File: config.mk
export PLATFORM = sky130hd
export DESIGN_NAME = ray_tri_sequencer
export DESIGN_NICKNAME = d
export VERILOG_FILES = /design/src/rtl/rt_pkg.sv /design/src/rtl/hit_accumulator.sv /design/src/rtl/ray_tri_sequencer.sv
export SDC_FILE = /design/constraint.sdc
export NUM_CORES = 1
export LEC_CHECK = 0
export ABC_CLOCK_PERIOD_IN_PS = 3700
export BUFFER_PORTS_ARGS = -buffer_cell sky130_fd_sc_hd__buf_2
export CAP_MARGIN = 20
export CORE_AREA = 5 5 488 490
export CTS_BUF_LIST = sky130_fd_sc_hd__clkbuf_8
export CTS_CLUSTER_DIAMETER = 60
export DETAILED_ROUTE_END_ITERATION = 8
export DIE_AREA = 0 0 493 495
export GPL_ROUTABILITY_DRIVEN = 1
export GPL_TIMING_DRIVEN = 0
export PLACE_DENSITY_LB_ADDON = 0.2
export SYNTH_ARGS = -nofsm -noshare
export SYNTH_HDL_FRONTEND = slang
export SYNTH_SLANG_ARGS = --single-unit
export TNS_END_PERCENT = 30
File: constraint.sdc
create_clock -name clk -period 3.7 [get_ports clk]
set_input_delay 0.185 -clock clk [delete_from_list [all_inputs] [get_ports clk]]
set_output_delay 0.185 -clock clk [all_outputs]
set_load 0.02 [all_outputs]
File: src/rtl/rt_pkg.sv
// Shared ray-tracing types: Q16.16 vectors, rays, triangles and sequencer states.
// Ports: none (package only).
// Vectors are [x,y,z]; a ray is [origin, direction]; a triangle is [v0, v1, v2].
package rt_pkg;

   typedef logic [0:2][31:0] vec3_t;
   typedef vec3_t [0:1]      ray_t;
   typedef vec3_t [0:2]      triangle_t;

   localparam logic signed [31:0] FIX_ONE       = 32'sh00010000;
   localparam logic signed [31:0] T_MAX_DEFAULT = 32'sh7FFFFFFF;

   typedef enum logic [1:0] {
      ST_IDLE  = 2'd0,
      ST_SCAN  = 2'd1,
      ST_DRAIN = 2'd2,
      ST_DONE  = 2'd3
   } seq_state_e;

endpackage

File: src/rtl/hit_accumulator.sv
// Closest-hit accumulator: keeps best t, index and normal, plus hit and sticky invalid flags.
// Ports: i_init clears to the empty state; i_upd_vld presents one intersection result per cycle.
// Outputs are registered and change only on the edge after i_init or i_upd_vld.
module hit_accumulator
   import rt_pkg::*;
#(
   parameter int                 IDX_W  = 10,
   parameter logic signed [31:0] T_INIT = T_MAX_DEFAULT
) (
   input  logic                    clk,
   input  logic                    reset_n,
   input  logic                    i_init,
   input  logic                    i_upd_vld,
   input  logic                    i_result,
   input  logic                    i_invalid,
   input  logic signed [31:0]      i_t,
   input  logic [IDX_W-1:0]        i_idx,
   input  vec3_t                   i_normal,
   output logic                    o_hit,
   output logic [IDX_W-1:0]        o_best_idx,
   output logic signed [31:0]      o_best_t,
   output vec3_t                   o_best_normal,
   output logic                    o_any_invalid
);

   logic               hit_q,    hit_d;
   logic [IDX_W-1:0]   idx_q,    idx_d;
   logic signed [31:0] best_t_q, best_t_d;
   vec3_t              nrm_q,    nrm_d;
   logic               inv_q,    inv_d;

   always_comb begin
      hit_d    = hit_q;
      idx_d    = idx_q;
      best_t_d = best_t_q;
      nrm_d    = nrm_q;
      inv_d    = inv_q;
      if (i_init) begin
         hit_d    = 1'b0;
         idx_d    = '0;
         best_t_d = T_INIT;
         nrm_d    = '0;
         inv_d    = 1'b0;
      end else if (i_upd_vld) begin
         if (i_invalid) begin
            // An overflowing evaluation is flagged but never competes as a hit.
            inv_d = 1'b1;
         end else if (i_result && (i_t < best_t_q)) begin
            // Strict compare: on equal t the earlier (lower) index is kept.
            hit_d    = 1'b1;
            idx_d    = i_idx;
            best_t_d = i_t;
            nrm_d    = i_normal;
         end
      end
   end

   always_ff @(posedge clk or negedge reset_n) begin
      if (!reset_n) begin
         hit_q    <= 1'b0;
         idx_q    <= '0;
         best_t_q <= T_INIT;
         nrm_q    <= '0;
         inv_q    <= 1'b0;
      end else begin
         hit_q    <= hit_d;
         idx_q    <= idx_d;
         best_t_q <= best_t_d;
         nrm_q    <= nrm_d;
         inv_q    <= inv_d;
      end
   end

   assign o_hit         = hit_q;
   assign o_best_idx    = idx_q;
   assign o_best_t      = best_t_q;
   assign o_best_normal = nrm_q;
   assign o_any_invalid = inv_q;

endmodule

File: src/rtl/ray_tri_sequencer.sv
// Ray/triangle sequencer: takes one ray, streams N triangles (1/cycle) from a sync memory
// through a combinational intersection unit, and returns the closest hit.
// Ports: ray valid/ready in, triangle memory read port, intersection unit I/O, hit valid/ready out.
module ray_tri_sequencer
   import rt_pkg::*;
#(
   parameter int                 TRI_AW = 10,
   parameter logic signed [31:0] T_MAX  = T_MAX_DEFAULT
) (
   input  logic                 clk,
   input  logic                 reset_n,
   input  logic                 i_ray_valid,
   output logic                 o_ray_ready,
   input  ray_t                 i_ray,
   input  logic [TRI_AW:0]      i_num_tris,
   output logic                 o_tri_rd,
   output logic [TRI_AW-1:0]    o_tri_addr,
   input  triangle_t            i_tri_data,
   output ray_t                 o_isect_ray,
   output triangle_t            o_isect_triangle,
   input  logic                 i_isect_result,
   input  logic                 i_isect_invalid,
   input  logic signed [31:0]   i_isect_t,
   input  vec3_t                i_isect_normal,
   output logic                 o_hit_valid,
   input  logic                 i_hit_ready,
   output logic                 o_hit,
   output logic [TRI_AW-1:0]    o_hit_index,
   output logic signed [31:0]   o_hit_t,
   output vec3_t                o_hit_normal,
   output logic                 o_any_invalid
);

   localparam logic [TRI_AW:0] MAX_TRIS = {1'b1, {TRI_AW{1'b0}}};

   seq_state_e          state_q, state_d;
   ray_t                ray_q;
   logic [TRI_AW:0]     cnt_q;
   logic [TRI_AW-1:0]   idx_q;
   logic                drain_q;
   logic                rd_dly_q;     // a read was issued last cycle; data is on i_tri_data now
   logic [TRI_AW-1:0]   rd_idx_q;
   triangle_t           tri_q;
   logic [TRI_AW-1:0]   tri_idx_q;
   logic                tri_vld_q;

   logic                accept;
   logic                last_issue;
   logic [TRI_AW:0]     num_sat;

   assign accept     = i_ray_valid && (state_q == ST_IDLE);
   assign num_sat    = (i_num_tris > MAX_TRIS) ? MAX_TRIS : i_num_tris;
   assign last_issue = ({1'b0, idx_q} == (cnt_q - 1'b1));

   always_comb begin
      state_d = state_q;
      case (state_q)
         ST_IDLE:  if (accept) state_d = (num_sat == '0) ? ST_DONE : ST_SCAN;
         ST_SCAN:  if (last_issue) state_d = ST_DRAIN;
         ST_DRAIN: if (drain_q) state_d = ST_DONE;
         ST_DONE:  if (i_hit_ready) state_d = ST_IDLE;
         default:  state_d = ST_IDLE;
      endcase
   end

   always_ff @(posedge clk or negedge reset_n) begin
      if (!reset_n) state_q <= ST_IDLE;
      else          state_q <= state_d;
   end

   always_ff @(posedge clk or negedge reset_n) begin
      if (!reset_n) begin
         ray_q     <= '0;
         cnt_q     <= '0;
         idx_q     <= '0;
         drain_q   <= 1'b0;
         rd_dly_q  <= 1'b0;
         rd_idx_q  <= '0;
         tri_q     <= '0;
         tri_idx_q <= '0;
         tri_vld_q <= 1'b0;
      end else begin
         if (accept) begin
            ray_q <= i_ray;
            cnt_q <= num_sat;
            idx_q <= '0;
         end else if ((state_q == ST_SCAN) && !last_issue) begin
            // Index stops on the last issued address so o_tri_addr holds it afterwards.
            idx_q <= idx_q + 1'b1;
         end
         drain_q   <= (state_q == ST_DRAIN) ? ~drain_q : 1'b0;
         rd_dly_q  <= o_tri_rd;
         rd_idx_q  <= idx_q;
         tri_vld_q <= rd_dly_q;
         if (rd_dly_q) begin
            tri_q     <= i_tri_data;
            tri_idx_q <= rd_idx_q;
         end
      end
   end

   assign o_ray_ready      = (state_q == ST_IDLE);
   assign o_tri_rd         = (state_q == ST_SCAN);
   assign o_tri_addr       = idx_q;
   assign o_isect_ray      = ray_q;
   assign o_isect_triangle = tri_q;
   assign o_hit_valid      = (state_q == ST_DONE);

   hit_accumulator #(
      .IDX_W  (TRI_AW),
      .T_INIT (T_MAX)
   ) u_acc (
      .clk           (clk),
      .reset_n       (reset_n),
      .i_init        (accept),
      .i_upd_vld     (tri_vld_q),
      .i_result      (i_isect_result),
      .i_invalid     (i_isect_invalid),
      .i_t           (i_isect_t),
      .i_idx         (tri_idx_q),
      .i_normal      (i_isect_normal),
      .o_hit         (o_hit),
      .o_best_idx    (o_hit_index),
      .o_best_t      (o_hit_t),
      .o_best_normal (o_hit_normal),
      .o_any_invalid (o_any_invalid)
   );

endmodule

* Word level (Yosys, flattened, before mapping)
Index checks and enable logic that the tools add are counted. Widths: inputs -> output; s select.
Word-level totals: output and inout port bits 633, logic and storage cells 86, register bits 666, input port bits 625
Operators by class: mux-type cells 29, $lt $le $gt $ge 2, reduce and logical (&&, ||, !) cells 13, eq/ne operators 9, bitwise operators 1, add/subtract/negate cells 2
Operator list (number):
- $mux 96 | 4
- $mux 32 | 4
- $mux 10 | 6
- $lt 32x32->1 | 1
- $eq 10x11->1 | 1
- $gt 11x11->1 const B | 1
- $logic_not 11->1 | 1
- $mux 11 | 1
- $sub 11x1->11 const B | 1
- $add 10x1->10 const B | 1
- $mux 2 | 5
- $mux 1 | 8
- $ne 2x1->1 const B | 4
- $pmux 2 s4 | 1
- $reduce_bool 2->1 | 4
- $eq 2x2->1 const B | 2
- $reduce_and 4->1 | 1
- $logic_and 1x1->1 | 3
- $reduce_and 3->1 | 1
- $eq 2x1->1 const B | 1
- $logic_not 2->1 | 1
- $ne 2x2->1 const B | 1
- $reduce_and 2->1 | 1
- $logic_not 1->1 | 1
- $not 1->1 | 1

* Longest topological paths before layout
depth in word-level cells 6, mapped depth 11, gate-level depth less buffers 9

* Cells and area by module
From an unflattened synthesis, not the netlist that was laid out.
Second synthesis, totals: cell total of the unflattened synthesis 2088, area total of the unflattened synthesis 25908.6 sq um
By module, submodules not included:
- ray_tri_sequencer | times used 1, sequential area each 13162.6 sq um, area each 20031.7 sq um, cells an instance 1638
- hit_accumulator | times used 1, sequential area each 3542.1 sq um, area each 5876.9 sq um, cells an instance 450

* Worst setup path after synthesis
OpenSTA, ideal clock, no wires.
path kind register to register, start reg u_acc.best_t_q[2], in the netlist u_acc.o_best_t[2], end reg u_acc.nrm_q (netlist bit u_acc.o_best_normal[73]), data required time 3.621 ns, period minus slack after synthesis 2.829 ns, arrival 2.750 ns, path buffers 2, slack 0.871 ns, stages on the path, launching flop included 12, setup time 0.079 ns, cells stage by stage dfstp_2 inv_1 ha_1 a211o_1 a31oi_1 o311a_1 o41ai_1 a211oi_1 mux2i_1 buf_2 buf_4 mux2i_1
Between the ends: word-level cells in the longest chain between the ends 4
RTL lines:
- start: declaration | RTL line hit_accumulator.sv:28 | logic signed [31:0] best_t_q, best_t_d;
- start signal: assignment | RTL line hit_accumulator.sv:68 | best_t_q <= best_t_d;
- $lt 32x32->1 | RTL line hit_accumulator.sv:48 | end else if (i_result && (i_t < best_t_q)) begin
- $logic_and 1x1->1 | RTL line hit_accumulator.sv:48
- $reduce_bool 2->1 (no source line)
- $reduce_and 3->1 (no source line)
- end signal: assignment | RTL line hit_accumulator.sv:69 | nrm_q <= nrm_d;
- end: declaration | RTL line hit_accumulator.sv:29 | vec3_t nrm_q, nrm_d;
Every way passes these cells. A chain may end at the register's enable or synchronous reset.

* Final worst setup path
start reg u_acc.best_t_q[17], in the netlist u_acc.o_best_t[17], end reg u_acc.best_t_q[30], in the netlist u_acc.o_best_t[30]
Between the ends: word-level cells in the longest chain between the ends 4
RTL lines (RTL line):
- $lt 32x32->1 | hit_accumulator.sv:48
- $logic_and 1x1->1 | hit_accumulator.sv:48
- $reduce_bool 2->1 (no source line)
- $reduce_and 3->1 (no source line)
Every way passes these cells.

==> metrics.txt <==
status completed; Yosys reg bits 666; CTS H-tree depth 4; RSZ-0062 raised after global routing false; Root Driver clkbuf_8; synth top area cells dfrtp_1, mux2_2, nand2_1; Worst-Skew Late Latency ~0.89 ns; final instance area between 50,000 and 60,000 um^2; num ports ~1,300; Worst Hold End o_isect_ray[109]; CTS Buf Count about 150; GRT Overall Usage 13.87%; synthesized cell area around 27,000 um^2; maxcap violations 0; drt total wl 176,100 um; post-DP HPWL around 140,000 um; PwrDens roughly 790 nW/um^2; GPL Wtd Cong about 0.9; layout cell share with drive strength beyond 1 37.58%; critical path, cell by cell inv_1, ha_1, a21oi_2, o21ai_0, a221oi_2, nor2_1, a211oi_2, mux2i_2, buf_4, buf_4, buf_2, mux2i_1; most used cell, CP buf_4; Detailed Route Iter0 Violations 983; clock slew at reported path FFs ~0.060 ns; post-synthesis sequential area ratio between 60% and 70%; Max IR drop VDD around 0.00036 V; crit path max-delay cell type dfstp_2; Power Total 0.04021 W; crit-path max FO 10; top post-synthesis cells by count nand2_1, dfrtp_1, mux2_2; P_leak 25.53 nW; placed inst area ~37,000 um^2; Worst path max stage delay 0.53 ns; cell with the most instances after synthesis nand2_1; Final Critical Period around 3.4 ns; Ys Warns 0; via/cell ratio between 3 and 4; die width around 490 um; Synthesized Nets 3,013; Slew HR approximately a third; Synth Instances 2,351; Port Buffers around 1,300; Pre-antenna DRT Iters 5; GRT overflow 0; Min-Delay Startpoint i_ray[109]; DR DRC count 0; area leader, netlist dfrtp_1; CORE AREA about 230,000 um^2; die area 244,000 um^2; RR Endpoint u_acc.o_best_t[30]; DR WL/cell between 20 and 25 um; Routed Antenna Nets 0; first-pass GRT wire length roughly 240,000 um; Slew @ Worst Pin 1.015 ns; top_reg_cell synth dfrtp_1; reg-to-reg slack, setup approximately 0.31 ns; FFs w/ async S/R, synth 100.0%; Post-synth EDFFs 0; antenna violations before repair 57; Arrival @ worst endpoint between 4 and 5 ns; crit share post-route about nine tenths; Initial Util 11.53%; Layout Skew ~0.049 ns; endpoints failing setup 0; Crit. End Element flip-flop; CTS tree done; Startpoint Class flip-flop; Final Net Count approximately 5,500; launching point of the worst reg2reg path u_acc.o_best_t[17]; fmax ~300 MHz; synthesized area per cell approximately 11 um^2; worst-case clock buffer depth 3; worst r2r path cells 12; CP Class reg -> reg; Sink Count between 600 and 700; row count about 180; largest net degree at the start of global routing 104; Min-Delay Path Class in -> reg; Final Hold Violating Endpoints 0; Area growth syn-to-layout 89.23%; Yosys cell types between 50 and 60; WHS around 0.13 ns; Slew Limit Fails 0; Hold Path Depth 4; fillers between 20,000 and 30,000; Synth top area share just under 60%; Die Ht roughly 500 um; number of global-route vias before repair roughly 30,000; via count around 27,000; Critical Path RT between 4 and 5 ns
[sequential cells by signal, summed over array words and instances, names as in the netlist, 2 cells and up]
name	flops
state_q	2
u_acc.o_best_normal	96
u_acc.o_best_idx	10
o_isect_triangle	288
tri_idx_q	10
o_tri_addr	10
u_acc.o_best_t	32
cnt_q	11
o_isect_ray	192
rd_idx_q	10
[layer usage]
metal	track usage (%)	wire length, um
met5	0	161
met4	6.202	7901
met3	6.382	18350
met2	22.17	80610
met1	15.88	69070
[placed cells by master (no fill, tap or decap), drive strengths merged, types with 22 or more instances in the layout]
master       instances
a21oi               22
buf               1298
clkbuf             286
dfrtp              635
dfstp               31
diode               31
dlygate4sd3       1028
ha                  37
inv                105
mux2               298
mux2i              142
nand2              812
nor2                76
[how the worst max path moves through the flow]
stage                             from                       to  slack, ns  depth (start not counted)
detailed placement  u_acc.o_best_t[17]  u_acc.o_best_normal[51]      -0.74                         11
finish              u_acc.o_best_t[17]       u_acc.o_best_t[30]       0.31                         12
floorplan            u_acc.o_best_t[2]  u_acc.o_best_normal[73]       0.87                         11
CTS                         state_q[0]                 cnt_q[8]       0.05                          9
global route        u_acc.o_best_t[17]  u_acc.o_best_normal[70]      0.001                         12
global placement               reset_n         o_isect_ray[174]     -14.46                          1
[area by class of cell]
| type | count | area, um^2 | area share, % |
|---|---|---|---|
| plain buffers | 130 | 560.5 | 1.100 |
| clock buffers | 182 | 2505 | 4.913 |
| well taps | 3060 | 3829 | 7.510 |
| clock inverters | 77 | 658.1 | 1.291 |
| inverters | 43 | 161.4 | 0.3166 |
| repair buffers | 2300 | 16920 | 33.18 |
| flip-flops and latches | 666 | 16700 | 32.77 |
| multi-input cells | 1511 | 9567 | 18.77 |
| diodes | 31 | 77.57 | 0.1522 |
[critical path: cells and delay by family (launching register included)]
kind / cells / cell delay, ns
multiplexers: 2 / 0.47
AO/OA/AOI/OAI: 4 / 1.10
buffers and inverters: 4 / 0.81
adder cells (fa/ha/maj): 1 / 0.29
AND/OR/NAND/NOR: 1 / 0.10
flip-flops: 1 / 0.53
[report_power, final]
group          leakage (nW)  switching [W]  internal (W)
clock network          1.80        0.00403       0.00505
logic                  15.5         0.0122       0.00642
registers              8.20        0.00188        0.0106
total                  25.5         0.0181        0.0221
[logic make-up (layout without fill, tap and decap cells)]
family / count (synthesis) / count (layout) / share of synthesized area, %
and+or+nand+nor: 960 / 960 / 14.12
DFF: 666 / 666 / 62.01
buffers and inverters: 174 / 2732 / 2.559
muxes: 440 / 440 / 17.73
xor gates and xnor gates: 9 / 9 / 0.2926
adders and majority gates: 37 / 37 / 1.718
AOI/OAI and AO/OA: 65 / 65 / 1.570
other: 0 / 31 / 0
[stage by stage]
step           setup TNS [ns]  instances  util, %  worst slack (ns)
3_5_place_dp           -74.48       6681    16.00           -0.7367
6_report                    0       8000    21.82            0.3121
4_1_cts                     0       7970    21.78           0.05334
5_1_grt                     0       7985    21.81          0.001125
2_1_floorplan               0       2351        -            0.8710
3_3_place_gp         -9626.48       6668    15.86            -14.46
[timing repair]
item / in CTS / in global routing
setup endpoints to repair: 139 / 27
pin swaps: 1 / 0
hold buffers: 1029 / 0
gates resized for setup: 10 / 5
setup buffers: 1 / 0
hold endpoints to repair: 887 / 0
Note: power is estimated with default switching activity, not from simulation.
